**config.mk**
```make
export PLATFORM = sky130hd
export DESIGN_NAME = cpu_run_ctrl_flat
export DESIGN_NICKNAME = d
export VERILOG_FILES = /design/src/rtl/cpu_run_ctrl_pkg.sv /design/src/rtl/cpu_run_ctrl_if.sv /design/src/rtl/cpu_run_ctrl_run_counter.sv /design/src/rtl/cpu_run_ctrl.sv /design/src/flat_wrapper.sv
export SDC_FILE = /design/constraint.sdc
export NUM_CORES = 1
export LEC_CHECK = 0
export CAP_MARGIN = 30
export CORE_ASPECT_RATIO = 0.9
export CORE_MARGIN = 3
export CORE_UTILIZATION = 49
export CTS_CLUSTER_DIAMETER = 200
export DETAILED_ROUTE_END_ITERATION = 6
export PLACE_DENSITY = 0.76
export SLEW_MARGIN = 10
export SYNTH_ARGS = -nofsm -noshare
export SYNTH_HDL_FRONTEND = slang
export SYNTH_SLANG_ARGS = --single-unit
export TNS_END_PERCENT = 20
```
**constraint.sdc**
```tcl
create_clock -name clk -period 3.68 [get_ports clk]
set_input_delay 0.736 -clock clk [delete_from_list [all_inputs] [get_ports clk]]
set_output_delay 0.736 -clock clk [all_outputs]
set_load 0.05 [all_outputs]
```
**src/rtl/cpu_run_ctrl_pkg.sv**
```systemverilog
// Shared encodings for the run/halt/step controller: FSM states, host command
// opcodes and halt causes, plus a width helper for limit-sized counters.
package cpu_run_ctrl_pkg;

  typedef enum logic [1:0] {
    ST_IDLE   = 2'd0,
    ST_RUN    = 2'd1,
    ST_STEP   = 2'd2,
    ST_HALTED = 2'd3
  } state_e;

  typedef enum logic [1:0] {
    OP_RUN   = 2'd0,
    OP_HALT  = 2'd1,
    OP_STEP  = 2'd2,
    OP_CLEAR = 2'd3
  } cmd_op_e;

  typedef enum logic [2:0] {
    CAUSE_NONE    = 3'd0,
    CAUSE_EBREAK  = 3'd1,
    CAUSE_ILLEGAL = 3'd2,
    CAUSE_HOST    = 3'd3,
    CAUSE_STEP    = 3'd4,
    CAUSE_WDOG    = 3'd5
  } halt_cause_e;

  function automatic int cnt_width(input int limit);
    return (limit < 2) ? 1 : $clog2(limit + 1);
  endfunction

endpackage

```
**src/rtl/cpu_run_ctrl_if.sv**
```systemverilog
// Host command channel of the run controller.
// A command transfers on a cycle where cmd_valid and cmd_ready are both high;
// the host holds cmd_op/cmd_arg stable while cmd_valid is high and not yet accepted.
interface cpu_run_ctrl_if #(
  parameter int STEP_W = 8
);
  logic              cmd_valid;
  logic              cmd_ready;
  logic [1:0]        cmd_op;
  logic [STEP_W-1:0] cmd_arg;

  modport master (output cmd_valid, output cmd_op, output cmd_arg, input cmd_ready);
  modport slave  (input cmd_valid, input cmd_op, input cmd_arg, output cmd_ready);
endinterface

```
**src/rtl/cpu_run_ctrl_run_counter.sv**
```systemverilog
// Clearable up-counter with a terminal-match flag; used for the watchdog and
// for counting commits inside a step burst.
module cpu_run_ctrl_run_counter #(
  parameter int W = 8
) (
  input  logic         clk,
  input  logic         reset,
  input  logic         clear,
  input  logic         en,
  input  logic [W-1:0] term_i,
  output logic         term_o
);
  logic [W-1:0] cnt_q, cnt_d;

  always_comb begin
    cnt_d = cnt_q;
    if (clear)   cnt_d = '0;
    else if (en) cnt_d = cnt_q + W'(1);
  end

  always_ff @(posedge clk) begin
    if (reset) cnt_q <= '0;
    else       cnt_q <= cnt_d;
  end

  assign term_o = (cnt_q == term_i);
endmodule

```
**src/rtl/cpu_run_ctrl.sv**
```systemverilog
// Run/halt/single-step controller: gates architectural commit through cpu_en_o,
// records why and where the core stopped, and keeps cycle/retired counters.
module cpu_run_ctrl
  import cpu_run_ctrl_pkg::*;
#(
  parameter int CNT_W      = 32,
  parameter int STEP_W     = 8,
  parameter int WDOG_LIMIT = 100000,
  parameter bit AUTO_RUN   = 1'b1
) (
  input  logic              clk,
  input  logic              reset,
  cpu_run_ctrl_if.slave     cmd,
  input  logic              ebreak_i,
  input  logic              illegal_i,
  input  logic [31:0]       pc_i,
  output logic              cpu_en_o,
  output logic              halted_o,
  output logic [1:0]        state_o,
  output logic [2:0]        halt_cause_o,
  output logic [31:0]       halt_pc_o,
  output logic [CNT_W-1:0]  cycle_count,
  output logic [CNT_W-1:0]  retired_count
);
  localparam int WDOG_W = cnt_width(WDOG_LIMIT);
  localparam logic [WDOG_W-1:0] WDOG_TERM = (WDOG_LIMIT == 0) ? '0 : WDOG_W'(WDOG_LIMIT - 1);
  localparam state_e RESET_STATE = AUTO_RUN ? ST_RUN : ST_IDLE;

  state_e             state_q, state_d;
  halt_cause_e        cause_q, cause_d;
  logic [31:0]        halt_pc_q, halt_pc_d;
  logic               halt_arm_q, halt_arm_d;
  logic [CNT_W-1:0]   cyc_q, cyc_d, ret_q, ret_d;
  logic [STEP_W-1:0]  step_tgt_q, step_tgt_d;

  cmd_op_e            op;
  logic [STEP_W-1:0]  arg;
  logic               ready, cmd_fire, idle_like, active, host_halt, cpu_en, clear_cnt;
  logic               wdog_clr, wdog_term, wdog_hit, step_clr, step_en, step_term, step_done;

  assign op        = cmd_op_e'(cmd.cmd_op);
  assign arg       = cmd.cmd_arg;
  assign ready     = (state_q != ST_STEP);
  assign cmd_fire  = cmd.cmd_valid & ready;
  assign idle_like = (state_q == ST_IDLE) | (state_q == ST_HALTED);
  assign active    = (state_q == ST_RUN) | (state_q == ST_STEP);
  assign host_halt = (state_q == ST_RUN) & cmd_fire & (op == OP_HALT);
  // Faulting instructions and the HALT cycle never commit, so PC stays on them.
  assign cpu_en    = active & ~ebreak_i & ~illegal_i & ~host_halt;

  assign wdog_clr  = idle_like & cmd_fire & (op == OP_RUN);
  assign wdog_hit  = (WDOG_LIMIT != 0) & (state_q == ST_RUN) & wdog_term;
  assign step_clr  = idle_like & cmd_fire & (op == OP_STEP);
  assign step_en   = (state_q == ST_STEP) & cpu_en;
  assign step_done = step_en & step_term;

  cpu_run_ctrl_run_counter #(.W(WDOG_W)) u_wdog (
    .clk    (clk),
    .reset  (reset),
    .clear  (wdog_clr),
    .en     (state_q == ST_RUN),
    .term_i (WDOG_TERM),
    .term_o (wdog_term)
  );

  // Counts commits already made in the burst; the last one matches target-1.
  cpu_run_ctrl_run_counter #(.W(STEP_W)) u_step (
    .clk    (clk),
    .reset  (reset),
    .clear  (step_clr),
    .en     (step_en),
    .term_i (step_tgt_q - STEP_W'(1)),
    .term_o (step_term)
  );

  always_comb begin
    state_d    = state_q;
    cause_d    = cause_q;
    step_tgt_d = step_tgt_q;
    clear_cnt  = 1'b0;
    cyc_d      = cyc_q + CNT_W'(active);
    ret_d      = ret_q + CNT_W'(cpu_en);

    if (idle_like && cmd_fire) begin
      case (op)
        OP_RUN:   state_d = ST_RUN;
        OP_STEP: begin
          state_d    = ST_STEP;
          step_tgt_d = (arg == '0) ? STEP_W'(1) : arg;
        end
        OP_CLEAR: begin
          clear_cnt = 1'b1;
          cause_d   = CAUSE_NONE;
          state_d   = ST_IDLE;
        end
        default: ;
      endcase
    end

    if (state_q == ST_RUN && cmd_fire && op == OP_CLEAR) clear_cnt = 1'b1;

    // Halt sources in priority order; HOST/WDOG only fire in RUN, STEP only in STEP.
    if (active) begin
      if (illegal_i) begin
        state_d = ST_HALTED;
        cause_d = CAUSE_ILLEGAL;
      end else if (ebreak_i) begin
        state_d = ST_HALTED;
        cause_d = CAUSE_EBREAK;
      end else if (host_halt) begin
        state_d = ST_HALTED;
        cause_d = CAUSE_HOST;
      end else if (wdog_hit) begin
        state_d = ST_HALTED;
        cause_d = CAUSE_WDOG;
      end else if (step_done) begin
        state_d = ST_HALTED;
        cause_d = CAUSE_STEP;
      end
    end

    if (clear_cnt) begin
      cyc_d = '0;
      ret_d = '0;
    end

    halt_arm_d = (state_d == ST_HALTED) && (state_q != ST_HALTED);
    halt_pc_d  = halt_arm_q ? pc_i : halt_pc_q;
  end

  always_ff @(posedge clk) begin
    if (reset) begin
      state_q    <= RESET_STATE;
      cause_q    <= CAUSE_NONE;
      halt_pc_q  <= '0;
      halt_arm_q <= 1'b0;
      cyc_q      <= '0;
      ret_q      <= '0;
      step_tgt_q <= '0;
    end else begin
      state_q    <= state_d;
      cause_q    <= cause_d;
      halt_pc_q  <= halt_pc_d;
      halt_arm_q <= halt_arm_d;
      cyc_q      <= cyc_d;
      ret_q      <= ret_d;
      step_tgt_q <= step_tgt_d;
    end
  end

  assign cmd.cmd_ready  = ready;
  assign cpu_en_o       = cpu_en;
  assign halted_o       = (state_q == ST_HALTED);
  assign state_o        = state_q;
  assign halt_cause_o   = cause_q;
  assign halt_pc_o      = halt_pc_q;
  assign cycle_count    = cyc_q;
  assign retired_count  = ret_q;
endmodule
```
**src/flat_wrapper.sv**
```systemverilog
// flat-port wrapper written by rule: the top's interface ports become plain ports
module cpu_run_ctrl_flat import cpu_run_ctrl_pkg::*;
#(
  parameter int CNT_W      = 32,
  parameter int STEP_W     = 8,
  parameter int WDOG_LIMIT = 100000,
  parameter bit AUTO_RUN   = 1'b1
)
  (clk, reset, ebreak_i, illegal_i, pc_i, cpu_en_o, halted_o, state_o, halt_cause_o, halt_pc_o, cycle_count, retired_count, cmd_cmd_valid, cmd_cmd_op, cmd_cmd_arg, cmd_cmd_ready);
  cpu_run_ctrl_if #(.STEP_W(STEP_W)) cmd_i ();
  input  logic clk;
  input  logic reset;
  input  logic ebreak_i;
  input  logic illegal_i;
  input  logic [31:0] pc_i;
  output logic cpu_en_o;
  output logic halted_o;
  output logic [1:0] state_o;
  output logic [2:0] halt_cause_o;
  output logic [31:0] halt_pc_o;
  output logic [CNT_W-1:0] cycle_count;
  output logic [CNT_W-1:0] retired_count;
  input wire logic [$bits(cmd_i.cmd_valid)-1:0] cmd_cmd_valid;
  input wire logic [$bits(cmd_i.cmd_op)-1:0] cmd_cmd_op;
  input wire logic [$bits(cmd_i.cmd_arg)-1:0] cmd_cmd_arg;
  output wire logic [$bits(cmd_i.cmd_ready)-1:0] cmd_cmd_ready;
  assign cmd_i.cmd_valid = cmd_cmd_valid;
  assign cmd_i.cmd_op = cmd_cmd_op;
  assign cmd_i.cmd_arg = cmd_cmd_arg;
  assign cmd_cmd_ready = cmd_i.cmd_ready;
  cpu_run_ctrl #(.CNT_W(CNT_W), .STEP_W(STEP_W), .WDOG_LIMIT(WDOG_LIMIT), .AUTO_RUN(AUTO_RUN)) u_core (.clk(clk), .reset(reset), .cmd(cmd_i), .ebreak_i(ebreak_i), .illegal_i(illegal_i), .pc_i(pc_i), .cpu_en_o(cpu_en_o), .halted_o(halted_o), .state_o(state_o), .halt_cause_o(halt_cause_o), .halt_pc_o(halt_pc_o), .cycle_count(cycle_count), .retired_count(retired_count));
endmodule
```
==> results.toml, run 1 <==
[worst_setup_path]
critPathArrivalTime_ps = 3570
r2r-start = "u_core.state_o[0]$_SDFF_PP1_"
crit_start = "cmd_cmd_op[0]"
crit_type = "input pin to flip-flop"
rrSetupSlack_ps = 500
end_kind = "flip-flop"
required_ps = 3950
crit_fanout = 5
worstSetupStartpointType = "input pin"

[synth]
ys_warn_count = 0
synth_edf_count = 0
ys.flop_type = "dfxtp_1"
ys_ff_latch = 135
synth_commonest_cells = "dfxtp_1, nor2_1, xor2_1, nand2_1, nand3_1"
synth_area_mm2 = 0.00579
synth_top_area_cell = "dfxtp_1"
ys_types = 42
synthTopCellsByArea = "dfxtp_1, nor2_1, xor2_1, mux2i_1, xnor2_1"
ys_seq_area_share_pct = 46.7
synth_fp_nets = 705
synth_cells = 648
yosysTopAreaCellShare_pct = 46.7
synthArstFlopShare_pct = 0
post-synth-top-count-cell = "dfxtp_1"
synth.avg_cell_area_um2 = 8.93

[cts]
cts_tree = "built"
root_buffer = "clkbuf_16"
path_clk_slew_ps = 60
postCtsResizedCells = 0
clockBufferDepth = 2
postCtsSetupRepairBufs = 0
clock_latency_ps = 410
holdBufCountCts = 0
cts_max_level = 4
clkSinkCount = 135
cts_buffers = 17

[hold_path]
hp-class = "flip-flop to flip-flop"
hp-start = "u_core.halt_pc_o[21]$_SDFFE_PP0P_"

[timing]
min_period_ps = 3300
rsz0062_at_grt = "false"
relSlewSlack_pct = 35.0
hold_ws_ps = 492
setup_viol = 0
maxSlewViolCount = 0
skew_ps = 6.87
hold_viol = 0
tightest_slew_ps = 974
fmax_mhz = 303
post-route-period-util_pct = 89.6

[place]
hpwlAfterDp_um = 10200
gp_congestion = 0.811
io_buffers = 150
place_inst = 938
post_dp_cell_area_mm2 = 0.00749

[grt]
grtUsageTotal_pct = 21.3
grt_max_degree = 65
grt_pass1_vias = 4711
overflow = 0
antenna_found_initial = 0
grt_pass1_wl_um = 22500

[drt]
wl_per_cell_um = 14.6
drc = 0
firstDrtPassIters = 5
met3_length_um = 734
viasPerCell = 5.23
num_vias = 5071
antenna_left = 0
drt_iter0_markers = 282
totalWireLength_um = 14200
drt-met1-wl_um = 6280
top_layer_used = "met4"
met2_length_um = 6890

[job]
drv_cap = 0

[finish]
finalInstanceArea_mm2 = 0.00806
multi_input_area_mm2 = 0.00296
regArea_mm2 = 0.00270
drive_above_1_share_pct = 5.54
syn_to_final_growth_pct = 39.2
fin_cells = 969
fin_util_pct = 70.2
n_fill_cell = 905
n_antenna_cell = 0
nets = 858

[floorplanning]
initial_core_util_pct = 50.4
rows = 37
fp.dieW_um = 121
die_y_um = 109
fp.coreArea_mm2 = 0.0115
io_pins = 151
die_area_mm2 = 0.0132

[power_and_ir_drop]
finalPower_mw = 3.67
p_per_area_mw_per_mm2 = 456
power_leakage_nw = 2.91
peakVddDrop_v = 0.000285

[outcome]
status = "complete, no violations"
## worst paths after layout
kind	end	cells after the start
max	u_core.retired_count[28]$_SDFF_PP0_	11
min	u_core.halt_pc_o[21]$_SDFFE_PP0P_	2
max reg2reg	u_core.retired_count[28]$_SDFF_PP0_	10
min reg2reg	u_core.halt_pc_o[21]$_SDFFE_PP0P_	2
## layout by cell type, fill, tap and decap left out, drive strengths merged, types with 5 or more instances in the layout
cell type and instances:
nor3 11, and3 15, nor4 9, xnor2 32, nor2 134, inv 18, nand2 40, and4 6
nand4 20, buf 7, nand3 40, xor2 55, o21ai 9, clkbuf 22, or3 14, ha 10
mux2i 34, clkdlybuf4s50 149, dfxtp 135, a21oi 14, clkinv 5
## stage by stage
stage | TNS (ps) | setup WS (ps)
2_1_floorplan | 0 | 51.2
3_3_place_gp | 0 | 113
3_5_place_dp | -6.73 | -6.73
4_1_cts | 0 | 389
5_1_grt | 0 | 134
6_report | 0 | 383
## final cells by class
type | instances | area share, %
Clock buffer | 22 | 5.88
Clock inverter | 9 | 1.24
Sequential cell | 135 | 33.5
Inverter | 18 | 0.838
Timing Repair Buffer | 156 | 19.3
Tap cell | 156 | 2.42
Multi-Input combinational cell | 473 | 36.8
## kinds of logic (layout without fill, tap and decap cells)
logic type               count (synthesis)  after routing  share of synthesized area (%)
buffers and inverters                   40            205                           2.59
AO/OA/AOI/OAI                           38             38                           4.47
multiplexers                            34             34                           5.88
XOR/XNOR                                87             87                           13.2
AND/OR/NAND/NOR                        304            304                           25.0
flip-flops                             135            135                           46.7
adder cells (fa/ha/maj)                 10             10                           2.16
## state kept, by name, summed over array words and instances, names as in the netlist
signal and count:
u_core.step_tgt_q 8, u_core.halt_arm_q 1, u_core.cycle_count 32, u_core.halt_cause_o 3, u_core.halt_pc_o 32, u_core.u_step.cnt_q 8, u_core.retired_count 32, u_core.u_wdog.cnt_q 17
u_core.state_o 2
## worst max-delay path, stage by stage
cell and delay [ps]:
clkdlybuf4s50_1 470, nor2b_1 170, and3_1 240, nor4_4 280, ha_1 240, ha_1 250, nand4_1 190, nor4_1 600
nand3_1 160, xor2_1 170, nor2_1 50
## layer usage
layer	GRT usage, %	vias up
li1	-	2512
met1	26.5	2404
met2	35.1	133
met3	6.17	22
met4	8.01	0
met5	0	-
## power by group
group          internal [mW]  total [mW]  switching, mW
registers               1.51        1.56         0.0525
logic                  0.193       0.471          0.279
clock network           1.04        1.64          0.600
(Power assumes the default switching activity.)
==> inputs of run 2 (changes only) <==
- CELL_PAD_IN_SITES_DETAIL_PLACEMENT: unset -> 1
- CELL_PAD_IN_SITES_GLOBAL_PLACEMENT: unset -> 1
- CORE_UTILIZATION: 49 -> 36
==> results.toml, run 2 (same netlist as run 1, synthesis figures left out) <==
[outcome]
status = "complete, no violations"

[grt]
overflow = 0
grt_pass1_vias = 5347
use_met1_pct = 23.6
use_met3_pct = 5.24
grtUsageTotal_pct = 19.1
grt_pass1_wl_um = 27600
antenna_found_initial = 0
use_met2_pct = 33.7
busiest_layer = "met2"
grt_max_degree = 65

[place]
io_buffers = 150
hpwlAfterDp_um = 12400
gp_congestion = 0.792
post_dp_cell_area_mm2 = 0.00755

[floorplanning]
fp.coreArea_mm2 = 0.0156
fp.dieW_um = 140
io_pins = 151
rows = 43
initial_core_util_pct = 37.1
die_area_mm2 = 0.0176
die_y_um = 126

[drt]
antenna_left = 0
viasPerCell = 5.03
firstDrtPassIters = 4
wl_per_cell_um = 16.7
drt_iter0_markers = 150
drc = 0
totalWireLength_um = 17000
num_vias = 5121

[power_and_ir_drop]
p_per_area_mw_per_mm2 = 479
power_leakage_nw = 2.96
peakVddDrop_v = 0.000332

[worst_setup_path]
end_kind = "flip-flop"
required_ps = 3960
r2r-start = "u_core.state_o[0]$_SDFF_PP1_"
crit_type = "input pin to flip-flop"
rrSetupSlack_ps = 510
worstSetupStartpointType = "input pin"
crit_start = "cmd_cmd_op[0]"
critPathArrivalTime_ps = 3540
crit_fanout = 5

[timing]
tightest_slew_ps = 659
skew_ps = 12.8
min_period_ps = 3260
tns_ps = 0
post-route-period-util_pct = 88.7
setup_viol = 0
relSlewSlack_pct = 55.7
maxSlewViolCount = 0
rsz0062_at_grt = "false"
hold_ws_ps = 481
fmax_mhz = 306
hold_viol = 0

[cts]
cts_max_level = 4
cts_buffers = 17
cts_tree = "built"
path_clk_slew_ps = 60
postCtsSetupRepairBufs = 0
clockBufferDepth = 2
clock_latency_ps = 420
clkSinkCount = 135
root_buffer = "clkbuf_16"
holdBufCountCts = 0
postCtsResizedCells = 0

[finish]
drive_above_1_share_pct = 6.13
n_fill_cell = 1765
finalInstanceArea_mm2 = 0.00824
regArea_mm2 = 0.00270
multi_input_area_mm2 = 0.00296
syn_to_final_growth_pct = 42.3
final_cell_mix = "clkdlybuf4s50_1, nor2_1, dfxtp_1, xor2_1"
nets = 860
final_common_cell = "clkdlybuf4s50_1"
n_antenna_cell = 0

[hold_path]
hp-start = "u_core.step_tgt_q[7]$_SDFFE_PP0P_"
hp-class = "flip-flop to flip-flop"

[job]
drv_cap = 0
[run 2: cell types whose count changed in the layout (fill, tap and decap cells not counted)]
cell / previous run / this run
clkinv_4: 0 / 2
bufinv_16: 2 / 5
buf_4: 6 / 7
clkinv_2: 5 / 3
buf_12: 1 / 2
clkbuf_1: 2 / 0
[run 2: area by class of cell]
type	count	share of cell area, %
Sequential cell	135	32.8
Inverter	18	0.820
Clock inverter	12	2.40
Tap cell	202	3.07
Clock buffer	20	5.67
Multi-Input combinational cell	473	36.0
Timing Repair Buffer	158	19.2
[run 2: routing by layer]
metal | part of all wire, % | up-vias
li1 | - | 2508
met4 | 0.53 | 0
met5 | 0 | -
met2 | 51 | 99
met1 | 45 | 2505
met3 | 4.0 | 9
[run 2: final timing paths]
path	endpoint	cells after the start
setup reg to reg	u_core.cycle_count[30]$_SDFF_PP0_	11
hold reg to reg	u_core.step_tgt_q[7]$_SDFFE_PP0P_	2
hold / removal	u_core.step_tgt_q[7]$_SDFFE_PP0P_	2
setup / recovery	u_core.retired_count[28]$_SDFF_PP0_	12
[run 2: critical path, cell delays in order]
cell and delay [ps]:
clkdlybuf4s50_1 470, nor2b_1 190, and3_1 270, nor4_4 280, ha_1 250, ha_1 250, nand4_1 210, nor4_1 390
buf_4 200, nand3_1 90, xor2_1 150, nor2_1 50
[run 2: per-stage QoR]
stage | utilization [%] | setup slack, ps | total power [mW] | instances
floorplan | - | 51.2 | 1.88 | 648
global placement | 48.4 | 187 | 2.06 | 985
detailed placement | 48.4 | 90.2 | 2.08 | 985
CTS | 52.7 | 432 | 3.99 | 1017
global route | 52.8 | 225 | 4.09 | 1018
finish | 52.8 | 417 | 3.95 | 1018
[run 2: power breakdown]
group | leakage [nW] | internal [mW] | switching (mW)
Clock | 0.322 | 1.25 | 0.643
Combinational | 1.55 | 0.197 | 0.301
Sequential | 1.09 | 1.51 | 0.0414
Total | 2.96 | 2.96 | 0.985
